$ cat src/rtl/mdu_ctrl.sv
// Multiply/divide unit controller: issues multicycle ops to an external datapath,
// owns the HI/LO registers and generates busy/stall for the pipeline.
module mdu_ctrl #(
  parameter int unsigned MUL_LAT = 5,  // 1..15
  parameter int unsigned DIV_LAT = 10  // 1..15
) (
  input  logic        clk,
  input  logic        reset,
  input  logic        op_valid,
  input  logic [3:0]  op,
  input  logic [31:0] rs_val,
  input  logic [31:0] rt_val,
  input  logic        req,
  input  logic        d_is_mdu,
  output logic [1:0]  dp_op,
  output logic [31:0] dp_a,
  output logic [31:0] dp_b,
  input  logic [31:0] dp_hi,
  input  logic [31:0] dp_lo,
  output logic [31:0] mdu_out,
  output logic        busy,
  output logic        stall,
  output logic        protocol_err
);

  localparam logic [3:0] OpMfhi = 4'd5;
  localparam logic [3:0] OpMtlo = 4'd6;
  localparam logic [3:0] OpMthi = 4'd7;

  typedef enum logic [0:0] {StIdle, StRun} state_e;

  state_e      state_q;
  logic [3:0]  cnt_q;
  logic [31:0] hi_q;
  logic [31:0] lo_q;
  logic        issue;
  logic        is_muldiv;
  logic        div_by_zero;

  assign issue       = op_valid & ~req & (state_q == StIdle);
  assign is_muldiv   = (op[3:2] == 2'b00);
  assign div_by_zero = dp_op[1] & (dp_b == 32'd0);

  always_ff @(posedge clk) begin
    if (!reset) begin
      state_q      <= StIdle;
      cnt_q        <= 4'd0;
      hi_q         <= 32'd0;
      lo_q         <= 32'd0;
      dp_op        <= 2'd0;
      dp_a         <= 32'd0;
      dp_b         <= 32'd0;
      protocol_err <= 1'b0;
    end else begin
      case (state_q)
        StIdle: begin
          if (issue) begin
            if (is_muldiv) begin
              state_q <= StRun;
              dp_op   <= op[1:0];
              dp_a    <= rs_val;
              dp_b    <= rt_val;
              cnt_q   <= op[1] ? 4'(DIV_LAT) : 4'(MUL_LAT);
            end else if (op == OpMtlo) begin
              lo_q <= rs_val;
            end else if (op == OpMthi) begin
              hi_q <= rs_val;
            end
          end
        end
        StRun: begin
          // The pipeline should hold MDU ops in D while busy; one reaching E is a bug.
          if (op_valid && !req) begin
            protocol_err <= 1'b1;
          end
          cnt_q <= cnt_q - 4'd1;
          if (cnt_q == 4'd1) begin
            state_q <= StIdle;
            if (!div_by_zero) begin
              hi_q <= dp_hi;
              lo_q <= dp_lo;
            end
          end
        end
        default: state_q <= StIdle;
      endcase
    end
  end

  assign busy    = (state_q == StRun);
  assign stall   = d_is_mdu & (busy | (issue & is_muldiv));
  assign mdu_out = (op == OpMfhi) ? hi_q : lo_q;

endmodule

$ cat config.mk
export PLATFORM = sky130hd
export DESIGN_NAME = mdu_ctrl
export DESIGN_NICKNAME = d
export VERILOG_FILES = /design/src/rtl/mdu_ctrl.sv
export SDC_FILE = /design/constraint.sdc
export NUM_CORES = 1
export LEC_CHECK = 0
export ABC_AREA = 1
export CAP_MARGIN = 10
export CORE_MARGIN = 5
export CORE_UTILIZATION = 48
export DETAILED_ROUTE_END_ITERATION = 16
export MAX_ROUTING_LAYER = met4
export PLACE_DENSITY = 0.89
export SLEW_MARGIN = 40
export SYNTH_ARGS = -nofsm -noshare
export SYNTH_HDL_FRONTEND = slang
export SYNTH_SLANG_ARGS = --single-unit
$ cat constraint.sdc
create_clock -name clk -period 2.5 [get_ports clk]
set_input_delay 0.5 -clock clk [delete_from_list [all_inputs] [get_ports clk]]
set_output_delay 0.5 -clock clk [all_outputs]
set_load 0.05 [all_outputs]
**Word-level counts from Yosys, hierarchy flattened**

Cells that the tools add are included.

- Flip-flop bits (word level): 136
- Bits of input ports: 137
- Output and inout port bits: 101
- Logic and storage cells: 60

- Add/sub/neg operators: 1
- Equality and inequality tests: 12
- Multiplexer cells: 22
- Bitwise logic cells: 8
- Reduce and logical (&&, ||, !) cells: 9

Operators by type and width:

| cell | number |
|---|---|
| 32-bit 2-to-1 mux | 12 |
| 32-bit case mux with 2 select lines | 2 |
| 32-bit logical NOT | 1 |
| 4-bit by 3-bit == test with 1-bit output (second input constant) | 3 |
| 4-bit 2-to-1 mux | 3 |
| 2-bit inequality test (second input constant) | 5 |
| 4-bit case mux with 2 select lines | 1 |
| 2-bit by 1-bit inequality test with 1-bit output (second input constant) | 3 |
| 6-bit AND reduction | 1 |
| 1-bit bitwise AND | 5 |
| 5-bit AND reduction | 1 |
| 4-bit by 1-bit == test with 1-bit output (second input constant) | 1 |
| 2-bit AND reduction | 2 |
| 4-bit by 1-bit subtractor with 4-bit output (second input constant) | 1 |
| 1-bit 2-to-1 mux | 3 |
| 3-bit AND reduction | 1 |
| 2-bit logical NOT | 1 |
| 1-bit NOT | 2 |
| 1-bit case mux with 2 select lines | 1 |
| 1-bit logical AND | 1 |
| 1-bit logical NOT | 1 |
| 1-bit OR | 1 |

**Depth between registers and ports, before layout**

- Depth in word-level cells: 6
- Mapped depth: 11
- Gate-level depth less buffers: 9

**Worst setup path before layout**

OpenSTA, ideal clock, no wires.

- Path type: reg-to-output
- Start: register state_q (netlist: busy)
- End: output port stall
- Arrival time: 1.925 ns
- Data required time: 2.000 ns
- Slack: 0.075 ns
- Cell stages (with the launch flop): 5
- Cells stage by stage: dfxtp_1 > buf_4 > clkbuf_1 > nor2_1 > nor2_1

- Word-level cells in the longest chain between the ends: 5

RTL lines:

| element | line | text |
|---|---|---|
| start: declaration | 32 | `state_e state_q;` |
| start signal: assignment | 46 | `state_q <= StIdle;` |
| start signal: assignment | 59 | `state_q <= StRun;` |
| start signal: assignment | 78 | `state_q <= StIdle;` |
| 1-bit NOT (no source line) | -- |  |
| 1-bit bitwise AND | 40 | `assign issue = op_valid & ~req & (state_q == StIdle);` |
| 1-bit bitwise AND | 91 | `assign stall = d_is_mdu & (busy \| (issue & is_muldiv));` |
| 1-bit OR (*) | 91 |  |
| 1-bit bitwise AND (*) | 91 |  |
| end: declaration | 22 | `output logic stall,` |

Mark *: on every way between the ends. The rest lies on a longest branch, timed or not.

**Final worst setup path**

- Start: input port op[1]
- End: output port mdu_out[21]

- Word-level cells in the longest chain between the ends: 2

RTL lines:

| element | line | text |
|---|---|---|
| start: declaration | 10 | `input logic [3:0] op,` |
| 4-bit by 3-bit == test with 1-bit output | 92 | `assign mdu_out = (op == OpMfhi) ? hi_q : lo_q;` |
| 32-bit 2-to-1 mux | 92 |  |
| end: declaration | 20 | `output logic [31:0] mdu_out,` |

No other way between the ends.

==> run_results.csv <==
group,metric,value,unit
routing,drt_iter0_drc,705,
global_routing,grt_usage,27.47,%
setup_path,rr_worst_depth,7,
cts,clkLatencyLatePin,0.42,ns
setup_path,critPathCaptureType,"primary output",
global_routing,antenna_found_initial,2,
sta,min_period,2.470,ns
setup_path,path_class,"in -> out",
place,numPortBuffers,237,
die,fp-row-count,41,
finish,final_cell_mix,"201 x nor2_1, 201 x clkdlybuf4s50_1, 139 x a21oi_1",
synthesis,ys_seq_elements,136,
cts,cts_tree,"yes",
cts,cts_max_level,4,
setup_path,startpoint,"op[1]",
job,drv_cap,0,
sta,worstMarginPinSlew,0.7358,ns
setup_path,r2r-start,"busy$_SDFF_PN0_",
pwr,ir_drop,364.9,uV
setup_path,worstPathArrival,1.97,ns
cts,clockBufferDepth,2,
worst_hold_path,hp-start,"hi_q[26]$_SDFFE_PN0P_",
routing,wl_per_cell,17.41,um
setup_path,required,2.00,ns
routing,vias,6791,
die,initial_core_util,49.36,%
synthesis,syn_nets,1006,
status,outcome,"completed",
routing,wirelength,21.85,mm
place,dp_slack,-0.03302,ns
synthesis,seq_area_frac_synth,43.18,%
sta,fin_tns_setup,0,ns
sta,maxSlewHeadroom,50.95,%
worst_hold_path,holdPathStages,2,
sta,hold_viol,0,
setup_path,critPathLaunchType,"input pin",
die,die_x,124.6,um
sta,rsz0062_at_grt,"no",
sta,worst_slack,0.02971,ns
pwr,design_power_total,5.533,mW
routing,ant_nets,0,
synthesis,ys_types,22,
synthesis,synthesis.area,6305,um^2
worst_hold_path,holdCritPathClass,"reg -> reg",
pwr,powerDensity,571.7,nW/um^2
setup_path,crit_fanout,8,
pwr,p_leak,3.958,nW
synthesis,synth_cells,867,
routing,first_pass_iters,5,
global_routing,overflow,0,
place,place.detailed.hpwl,14.52,mm
finish,final_util,75.78,%
cts,cts.clk_slew.worst_paths,0.05,ns
finish,nets,1209,
finish,drive_gt1_share,10.82,%
finish,areaGrowthSynthToFinish,53.52,%
sta,hold_ws,0.4748,ns
place,globalplace.congestion,0.8542,
cts,cts_buffers,17,
die,io_pins,238,
routing,route.detailed.drc,0,
synthesis,ys.warnings.count,0,
sta,setup_viol,0,
sta,max_freq,404.8,MHz
die,die_h,124.6,um
cts,cts_num_sinks,136,
routing,vias_per_cell,5.411,
global_routing,grt_max_degree,129,
die,core_area,12770,um^2
global_routing,grt_pass1_vias,6663,
sta,fin_worst_skew,0.01077,ns
sta,slew_viol_final,0,
global_routing,grt_pass1_wl,33.53,mm
sta,period_share,98.81,%
cts,root_buffer,"clkbuf_16",
die,dieArea,15530,um^2
synthesis,avgSynthCellArea,7.272,um^2
layer usage:
metal / vias to the layer above / routed length (um) / track usage, %
met4: 0 / 675 / 11.03
met3: 51 / 1917 / 6.990
met2: 330 / 10760 / 46.69
li1: 3284 / - / -
met1: 3126 / 8499 / 30.90
met5: - / 0 / -
final cells by class:
class,count,area (um^2)
Fill cell,884,3094
Multi-Input combinational cell,608,3053
Timing Repair Buffer,254,2960
Sequential cell,136,2726
Clock buffer,27,503.0
Tap cell,172,215.2
Inverter,53,198.9
Clock inverter,3,17.52
Antenna cell,2,5.005
synthesized netlist by cell type:
library cell  count  area [um^2]
nor2_1          202        758.2
a21oi_1         139        695.7
dfxtp_1         136         2723
nand2_1          84        315.3
nand3_1          71        355.3
inv_1            52        195.2
o21ai_0          35        175.2
a211oi_1         33        247.7
clkbuf_1         33        123.9
mux2_2           32        360.4
buf_2            18        90.09
buf_4             9        67.56
buf_6             7        78.83
a31oi_1           4        25.02
buf_1             3        11.26
ha_1              2        25.02
nor2_4            2        22.52
inv_2             1        3.750
nand3b_1          1        7.510
nor2_2            1        6.260
o21ai_2           1        8.760
xor2_1            1        8.760
repair_timing:
item | 4_1_cts | 5_1_grt
hold buffers | 0 | 0
setup buffers | 0 | 0
pin swaps | 0 | 2
endpoints found under the setup margin | 32 | 32
cloned | 0 | 3
gates resized for setup | 1 | 6
final timing paths:
path,endpoint,slack [ns]
setup / recovery,mdu_out[21],0.03
setup reg to reg,lo_q[16]$_SDFFE_PN0P_,0.56
hold reg to reg,hi_q[26]$_SDFFE_PN0P_,0.47
hold / removal,hi_q[26]$_SDFFE_PN0P_,0.47
critical path, cell delays in order:
cell and delay [ns]:
clkdlybuf4s50_1 0.51, inv_2 0.08, nand3_4 0.15, buf_12 0.18, mux2_2 0.38, buf_12 0.16
logic make-up (layout without fill, tap and decap cells):
family	Yosys count	after routing	share of synthesized area (%)
AOI/OAI and AO/OA	212	212	18.28
xor gates and xnor gates	1	1	0.1389
adders and majority gates	2	2	0.3968
buffers and inverters	123	337	9.049
DFF	136	136	43.18
muxes	32	32	5.715
other	0	2	0
and+or+nand+nor	361	361	23.24
flip-flops by register name (all words and copies together) (netlist names):
| name | flops |
|---|---|
| dp_a | 32 |
| hi_q | 32 |
| busy | 1 |
| protocol_err | 1 |
| dp_op | 2 |
| lo_q | 32 |
| cnt_q | 4 |
| dp_b | 32 |
power by group:
part | internal, mW | switching, mW
sequential | 2.24 | 0.0502
combinational | 0.461 | 0.535
clock | 1.36 | 0.885
total | 4.06 | 1.47
metrics by stage:
step	cells	instance area [um^2]
after detailed placement	1220	9069
after global placement	1220	9065
after floorplan	867	6305
after CTS	1250	9592
final	1255	9679
after global routing	1255	9679
Note: power is estimated with default switching activity, not from simulation.
